`src/rtl/lsl_seq_if.sv`:
```
// rtl/lsl_seq_if.sv - handshake bundle for the sequential shift-left unit (carry signal present only with LSL_CARRY_EN)
interface lsl_seq_if #(
  parameter int WIDTH = 32,
  parameter int SHW   = 5
);
  logic             in_valid;
  logic             in_ready;
  logic [WIDTH-1:0] d;
  logic [SHW-1:0]   sel;
  logic             out_valid;
  logic             out_ready;
  logic [WIDTH-1:0] z;
`ifdef LSL_CARRY_EN
  logic             carry;
`endif

`ifdef LSL_CARRY_EN
  // Producer/consumer side: drives operands and accepts results.
  modport master (
    output in_valid, d, sel, out_ready,
    input  in_ready, out_valid, z, carry
  );
  // Shift unit side.
  modport slave (
    input  in_valid, d, sel, out_ready,
    output in_ready, out_valid, z, carry
  );
`else
  // Producer/consumer side: drives operands and accepts results.
  modport master (
    output in_valid, d, sel, out_ready,
    input  in_ready, out_valid, z
  );
  // Shift unit side.
  modport slave (
    input  in_valid, d, sel, out_ready,
    output in_ready, out_valid, z
  );
`endif
endinterface

```
`src/rtl/lsl_seq.sv`:
```
// rtl/lsl_seq.sv - multi-cycle logical shift-left, one barrel stage per clock; optional carry output under LSL_CARRY_EN
module lsl_seq #(
  parameter int WIDTH = 32,
  parameter int SHW   = 5
) (
  input  logic      clk,
  input  logic      reset,
  lsl_seq_if.slave  bus
);

  typedef enum logic [1:0] {
    S_IDLE  = 2'd0,
    S_SHIFT = 2'd1,
    S_DONE  = 2'd2
  } state_t;

  state_t           state_q, state_d;
  logic [SHW-1:0]   cnt_q, cnt_d;
  logic [WIDTH-1:0] acc_q, acc_d;
  // Remaining shift-amount bits; bit 0 always belongs to the current stage.
  logic [SHW-1:0]   sel_q, sel_d;
  logic [WIDTH-1:0] z_q, z_d;
  logic             out_valid_q, out_valid_d;
  logic             in_ready_q, in_ready_d;

  // Stage shift distance 2^cnt; largest value WIDTH/2 fits in SHW bits.
  logic [SHW-1:0]   k_amt;
  logic [WIDTH-1:0] acc_shl;
  logic             last_stage;

`ifdef LSL_CARRY_EN
  logic             carry_q, carry_d;
  // One extra bit above the accumulator catches acc[WIDTH-k], the last bit pushed out.
  logic [WIDTH:0]   acc_wide;
`endif

  // Datapath for the current stage plus next-state logic for every register.
  always_comb begin
    state_d     = state_q;
    cnt_d       = cnt_q;
    acc_d       = acc_q;
    sel_d       = sel_q;
    z_d         = z_q;
    out_valid_d = out_valid_q;
    in_ready_d  = in_ready_q;
    k_amt       = SHW'(1) << cnt_q;
    last_stage  = (cnt_q == SHW'(SHW - 1));
`ifdef LSL_CARRY_EN
    carry_d     = carry_q;
    acc_wide    = {1'b0, acc_q} << k_amt;
    acc_shl     = acc_wide[WIDTH-1:0];
`else
    acc_shl     = acc_q << k_amt;
`endif

    case (state_q)
      S_IDLE: begin
        in_ready_d = 1'b1;
        if (bus.in_valid) begin
          acc_d      = bus.d;
          sel_d      = bus.sel;
          cnt_d      = '0;
          in_ready_d = 1'b0;
          state_d    = S_SHIFT;
`ifdef LSL_CARRY_EN
          carry_d    = 1'b0;
`endif
        end
      end

      S_SHIFT: begin
        if (sel_q[0]) begin
          acc_d   = acc_shl;
`ifdef LSL_CARRY_EN
          carry_d = acc_wide[WIDTH];
`endif
        end
        sel_d = sel_q >> 1;
        if (last_stage) begin
          // cnt parks at SHW-1; the next acceptance clears it.
          z_d         = sel_q[0] ? acc_shl : acc_q;
          out_valid_d = 1'b1;
          state_d     = S_DONE;
        end else begin
          cnt_d = cnt_q + SHW'(1);
        end
      end

      S_DONE: begin
        if (bus.out_ready) begin
          out_valid_d = 1'b0;
          in_ready_d  = 1'b1;
          state_d     = S_IDLE;
        end
      end

      default: begin
        state_d     = S_IDLE;
        out_valid_d = 1'b0;
        in_ready_d  = 1'b1;
      end
    endcase
  end

  // State and output registers; reset drops any in-flight operation.
  always_ff @(posedge clk) begin
    if (reset) begin
      state_q     <= S_IDLE;
      cnt_q       <= '0;
      acc_q       <= '0;
      sel_q       <= '0;
      z_q         <= '0;
      out_valid_q <= 1'b0;
      in_ready_q  <= 1'b1;
`ifdef LSL_CARRY_EN
      carry_q     <= 1'b0;
`endif
    end else begin
      state_q     <= state_d;
      cnt_q       <= cnt_d;
      acc_q       <= acc_d;
      sel_q       <= sel_d;
      z_q         <= z_d;
      out_valid_q <= out_valid_d;
      in_ready_q  <= in_ready_d;
`ifdef LSL_CARRY_EN
      carry_q     <= carry_d;
`endif
    end
  end

  assign bus.in_ready  = in_ready_q;
  assign bus.out_valid = out_valid_q;
  assign bus.z         = z_q;
`ifdef LSL_CARRY_EN
  assign bus.carry     = carry_q;
`endif

endmodule

```
`src/flat_wrapper.sv`:
```
// flat-port wrapper written by rule: the top's interface ports become plain ports
module lsl_seq_flat 
#(
  parameter int WIDTH = 32,
  parameter int SHW   = 5
)
  (clk, reset, bus_in_valid, bus_d, bus_sel, bus_out_ready, bus_in_ready, bus_out_valid, bus_z);
  lsl_seq_if #(.WIDTH(WIDTH), .SHW(SHW)) bus_i ();
  input  logic clk;
  input  logic reset;
  input wire logic [$bits(bus_i.in_valid)-1:0] bus_in_valid;
  input wire logic [$bits(bus_i.d)-1:0] bus_d;
  input wire logic [$bits(bus_i.sel)-1:0] bus_sel;
  input wire logic [$bits(bus_i.out_ready)-1:0] bus_out_ready;
  output wire logic [$bits(bus_i.in_ready)-1:0] bus_in_ready;
  output wire logic [$bits(bus_i.out_valid)-1:0] bus_out_valid;
  output wire logic [$bits(bus_i.z)-1:0] bus_z;
  assign bus_i.in_valid = bus_in_valid;
  assign bus_i.d = bus_d;
  assign bus_i.sel = bus_sel;
  assign bus_i.out_ready = bus_out_ready;
  assign bus_in_ready = bus_i.in_ready;
  assign bus_out_valid = bus_i.out_valid;
  assign bus_z = bus_i.z;
  lsl_seq #(.WIDTH(WIDTH), .SHW(SHW)) u_core (.clk(clk), .reset(reset), .bus(bus_i));
endmodule
```
`config.mk`:
```
export PLATFORM = sky130hd
export DESIGN_NAME = lsl_seq_flat
export DESIGN_NICKNAME = d
export VERILOG_FILES = /design/src/rtl/lsl_seq_if.sv /design/src/rtl/lsl_seq.sv /design/src/flat_wrapper.sv
export SDC_FILE = /design/constraint.sdc
export NUM_CORES = 1
export LEC_CHECK = 0
export CORE_ASPECT_RATIO = 0.75
export CORE_MARGIN = 5
export CORE_UTILIZATION = 40
export CTS_CLUSTER_SIZE = 10
export DETAILED_ROUTE_END_ITERATION = 16
export GPL_TIMING_DRIVEN = 0
export REMOVE_ABC_BUFFERS = 1
export SETUP_SLACK_MARGIN = 0.02
export SYNTH_ARGS = -nofsm -noshare
export SYNTH_HDL_FRONTEND = slang
export SYNTH_SLANG_ARGS = --single-unit
```
`constraint.sdc`:
```
create_clock -name clk -period 6.2 [get_ports clk]
set_clock_uncertainty 0.05 [all_clocks]
set_input_delay 1.55 -clock clk [delete_from_list [all_inputs] [get_ports clk]]
set_output_delay 1.55 -clock clk [all_outputs]
set_load 0.05 [all_outputs]
```
==> run summary <==
register area -> 1560 sq um
initial drt markers -> 497
via count -> 5122
postcts setup bufs -> 0
adder-cell area share of the yosys netlist -> 0.501%
clock buffer count from CTS -> 9
RePlAce Congestion -> 0.900
area share of the largest cell type after synthesis -> 31.2%
CTS Hold Bufs -> 0
Power, Total -> 1360 uW
number of synthesized register bits -> 78
Die Area -> 14900 sq um
Cell Rows -> 35
CTS tree -> done
fraction of registers with async set/reset -> 0%
Crit Reg-Reg Startpoint -> u_core.state_q[0]$_SDFFE_PP0P_
fin. max-slew vios -> 0
Post-synth EDFFs -> 0
Netlist cell types -> 73
Compound-Gate Fraction of Synth Area -> 28.8%
top cells by area, synth -> dfxtp_1 31%, nand2_1 6.5%, nor2_1 4.7%, mux4_2 4.1%, a211oi_1 3.5%
drt pass-1 iters -> 5
leading area contributor after synthesis -> dfxtp_1
worst-margin pin slew -> 1.12 ns
n_diodes -> 0
Worst Setup Start Kind -> primary input
Die H -> 107 um
fill count -> 1209
post-synthesis xor/xnor area fraction -> 0.526%
Post-DP HPWL -> 12.7 mm
Critical path origin -> bus_in_valid
ys flop type -> dfxtp_1
Fin Setup TNS -> 0 ns
first-pass GRT wire length -> 28.8 mm
post-route ant nets -> 0
grt ovf -> 0
clock sink count -> 78
unrepaired setup endpoints after global routing -> false
Setup CP Type -> primary input to flop
final period utilization -> 54.2%
Multi-input gate area -> 3140 sq um
CP Capture Type -> flop
WL per Instance -> 21.9 um
mux share of post-synthesis cell area -> 8.81%
fmax -> 0.298 GHz
P per Cell Area -> 223 nW/um^2
Root Buffer -> clkbuf_16
crit path DAT -> 3.58 ns
CTS resizes -> 0
leakage -> 0.00215 uW
count of final setup violators -> 0
CP required -> 6.42 ns
# port buffers -> 74
Total GRT Usage -> 24.3%
max-cap viol count -> 0
cells after synthesis -> 623
minimum clock period -> 3.36 ns
Reg2Reg Depth -> 4
crit-path max FO -> 30
vias per inst -> 6.20
layout cells sized above 1 -> 12.1%
Starting Density -> 40.8%
largest family of logic cells by synthesized area -> compound AO/OA/AOI/OAI gates
largest net degree at the start of global routing -> 50
vias in the first global route -> 4851
HP Class -> flop to flop
nets -> 698
H-tree levels -> 3
worst skew pair latency -> 0.34 ns
Worst-path clk slew -> 0.06 ns
die width -> 139 um
Boundary Pins -> 75
status -> complete, no violations
Hold Crit Start -> u_core.bus.z[25]$_SDFFE_PP0P_
Max clock buf depth -> 2
Post-Syn Area -> 5000 sq um
VDD IR max -> 0.120 mV
sequential element share of the synthesized area -> 31.2%
area delta synth->final -> 22.2%
antenna violations before repair -> 0
drt drc -> 0
slew margin rel. -> 25.0%
Synth Area in Simple Gates -> 23.8%
Syn Area/Cell -> 8.02 sq um
warning count from the yosys run -> 0
Core ar. -> 12300 sq um
WHS Path Cells -> 2
final hold violations -> 0
routed wire length -> 18.1 mm
## synthesized netlist by cell type, types with 9 or more instances
library cell	n
clkbuf_1	33
nor2_1	62
mux2i_1	17
a311oi_1	15
a211oi_1	23
nand3_1	13
nor2b_1	11
dfxtp_1	78
inv_1	10
a21oi_1	33
o21ai_0	14
buf_2	16
a31oi_1	18
o22ai_1	10
nand2_1	86
mux4_2	9
a31o_2	16
nor3_1	19
## final cells by class
class | instances | share of cell area (%)
Inverter | 12 | 0.737
Clock buffer | 10 | 3.75
Sequential cell | 78 | 25.6
Tap cell | 166 | 3.40
Multi-Input combinational cell | 475 | 51.4
Clock inverter | 6 | 1.02
Timing Repair Buffer | 79 | 14.1
## kinds of logic after synthesis
logic type,Yosys count
buffers and inverters,70
xor gates and xnor gates,3
and+or+nand+nor,241
AOI/OAI and AO/OA,197
adders and majority gates,2
muxes,32
DFF,78
## metal layers
| metal | part of all wire (%) | wire length [um] | global-route usage [%] | vias up |
|---|---|---|---|---|
| met5 | 0 | 0 | 0 | - |
| met4 | 1.3 | 244 | 5.38 | 0 |
| met3 | 7.0 | 1260 | 4.41 | 23 |
| met2 | 42 | 7590 | 35.9 | 209 |
| met1 | 50 | 8980 | 36.7 | 2488 |
| li1 | - | - | - | 2402 |
## flip-flops by register name, summed over array words and instances (netlist names)
| name | cells |
|---|---|
| u_core.bus.z | 32 |
| u_core.acc_q | 32 |
| u_core.state_q | 2 |
| u_core.sel_q | 5 |
| u_core.bus.out_valid | 1 |
| u_core.bus.in_ready | 1 |
| u_core.cnt_q | 5 |
## cells in the final DEF, fill, tap and decap left out, drive strengths merged, types with 3 or more instances in the layout
cell | Yosys | routed
nand2b | 8 | 8
nand3b | 4 | 4
nand2 | 87 | 87
mux2i | 17 | 17
nor2 | 64 | 64
a21oi | 35 | 35
a22oi | 8 | 8
a31o | 16 | 16
a311oi | 15 | 15
a211o | 5 | 5
a32oi | 4 | 4
nand3 | 13 | 13
mux2 | 6 | 6
and3 | 5 | 5
a211oi | 24 | 24
o22ai | 10 | 10
o21ai | 20 | 20
clkdlybuf4s50 | 0 | 73
and2 | 3 | 3
dfxtp | 78 | 78
nor4 | 4 | 4
buf | 25 | 6
or3 | 6 | 6
inv | 12 | 12
a221oi | 7 | 7
a31oi | 18 | 18
mux4 | 9 | 9
nor3 | 22 | 22
clkbuf | 33 | 10
o31ai | 3 | 3
nor2b | 11 | 11
o21a | 4 | 4
o211ai | 4 | 4
a221o | 4 | 4
clkinvlp | 0 | 3
nand4 | 5 | 5
## power breakdown
group          switching (uW)  internal [uW]
clock                     219            311
sequential               51.6            524
combinational             141            117
## through the flow
stage | hold WS (ns) | worst slack, ns | cell area (sq um) | std cells | util, %
after global placement | 0.395 | 0.907 | 5680 | 805 | 46.3
after CTS | 0.412 | 2.38 | 6110 | 826 | 49.8
after detailed placement | 0.399 | 2.02 | 5810 | 810 | 47.4
final | 0.410 | 2.84 | 6110 | 826 | 49.8
after global routing | 0.426 | 2.59 | 6110 | 826 | 49.8
after floorplan | 0.388 | 2.63 | 4730 | 565 | -
## critical path, stage by stage
cell and delay [ns]:
clkdlybuf4s50_1 0.52, nand2b_2 0.44, nand2_1 0.41, o21ai_0 0.20, a211o_1 0.34, a31oi_1 0.13
## final timing paths
check / end / slack (ns)
worst min-delay path: u_core.bus.z[25]$_SDFFE_PP0P_ / 0.41
worst max-delay path: u_core.acc_q[26]$_SDFFE_PP0P_ / 2.84
worst max register to register: u_core.bus.z[26]$_SDFFE_PP0P_ / 2.92
worst min register to register: u_core.bus.z[25]$_SDFFE_PP0P_ / 0.41
(Power assumes the default switching activity.)
==> variant: new RTL, same flow settings <==
Encoding of `state_t`: now one-hot (3 bits for 3 states).
--- a/src/rtl/lsl_seq.sv
+++ b/src/rtl/lsl_seq.sv
@@ -9,8 +9,8 @@
 );
 
-  typedef enum logic [1:0] {
-    S_IDLE  = 2'd0,
-    S_SHIFT = 2'd1,
-    S_DONE  = 2'd2
+  typedef enum logic [2:0] {
+    S_IDLE  = 3'b001,
+    S_SHIFT = 3'b010,
+    S_DONE  = 3'b100
   } state_t;
 
Behaviour: same outputs for any inputs over 10 cycles, from zero or initial values and one cycle with reset high; not proved beyond that.
==> variant against the original RTL <==
  * Cell area fell by 1.3%
  * Setup slack got worse by 0.33 ns
  * Non-clock buffer count rose by 6
  * Routed wire length rose by 2.3%
  * Global-route usage rose by 1.4 points
  * Total power fell by 3.2%
  * Area after synthesis fell by 2.3%
  * Largest power group unchanged
  * Sequential cell count rose by 1
  * Critical path type unchanged
==> variant: results (changes against the original RTL) <==
Status - finished clean
Post-Synth Adder-Cell Area - 0.512% (+0.012 points)
Gpl congestion - 0.907 (+0.83%)
Layout Cells excl Fill - 805 (-2.5%)
Layout cells sized above 1 - 9.55% (-2.6 points)
Worst Path Max Fanout - 36 (+20%)
Total number of vias - 5065 (-1.1%)
Max IR drop VDD - 130 µV (+8.3%)
Slowest cell on the critical path - nor4bb_4
Xor and xnor area share after synthesis - 0.717% (+0.19 points)
Worst slew margin - 11.9% (-13 points)
Seq pwr - 0.570 mW (-1%)
Critical path data arrival time - 3.85 ns (+0.27 ns)
Detailed Place HPWL - 12900 µm (+2.0%)
Post-synth top cells - dfxtp_1, nor2_1, clkbuf_1, nand2_1
Worst path max stage delay - 0.82 ns (+0.30 ns)
Sw power - 0.394 mW (-4.3%)
First-pass GRT wire length - 28900 µm (+0.57%)
Mux cell area share after synthesis - 8.81% (about the same)
Compound-cell area share of the yosys netlist - 30.7% (+1.9 points)
P_leak - 1.96 nW (-8.8%)
Synth cell types - 69 (-5.5%)
Pre-CTS WS - 2.12 ns (+0.102 ns)
Fin nets - 677 (-3.0%)
Largest net degree at the start of global routing - 42 (-16%)
Layout fillers - 1201 (-0.66%)
DRT iter0 DRCs - 472 (-5.0%)
[variant: final cells by class]
class	instances	area [µm²]	share of cell area [%]
sequential	79	1580	26.3
inverter	11	41.3	0.685
clock buffer	12	256	4.25
clock inverter	4	30.0	0.498
timing repair buffer	85	873	14.5
multi-input combinational	448	3040	50.4
tap	166	208	3.44
[variant: worst reg2reg max path, delay by kind of cell (launching register included)]
family	cells	cell delay [ns]
AOI/OAI and AO/OA	3	0.81
DFF	1	0.82
and+or+nand+nor	2	1.76
[variant: logic make-up after synthesis]
kind of cell / count (synthesis)
xor gates and xnor gates: 4
DFF: 79
muxes: 33
buffers and inverters: 71
adders and majority gates: 2
AOI/OAI and AO/OA: 209
and+or+nand+nor: 200
[variant: path summary, 6_finish.rpt]
| check | to | startpoint | slack, ns | cells past startpoint |
|---|---|---|---|---|
| worst min register to register | u_core.sel_q[1] | u_core.sel_q[1] | 0.41 | 2 |
| worst max-delay path | u_core.acc_q[15] | bus_in_valid | 2.51 | 7 |
| worst max register to register | u_core.bus.z[18] | u_core.sel_q[0] | 2.67 | 5 |
| worst min-delay path | u_core.sel_q[1] | u_core.sel_q[1] | 0.41 | 2 |
[variant: stage by stage]
stage,hold WS (ns),setup TNS [ns]
after CTS,0.411,0
after floorplan,0.381,-21.93
after global routing,0.432,0
after global placement,0.393,-247.52
final,0.410,0
after detailed placement,0.402,0
[variant: per-layer routing]
metal	global-route usage [%]	vias to the layer above	wire, µm
met4	7.91	0	440
li1	-	2350	-
met5	0	-	0
met3	6.54	39	1620
met2	38.0	218	8130
met1	36.4	2458	8300
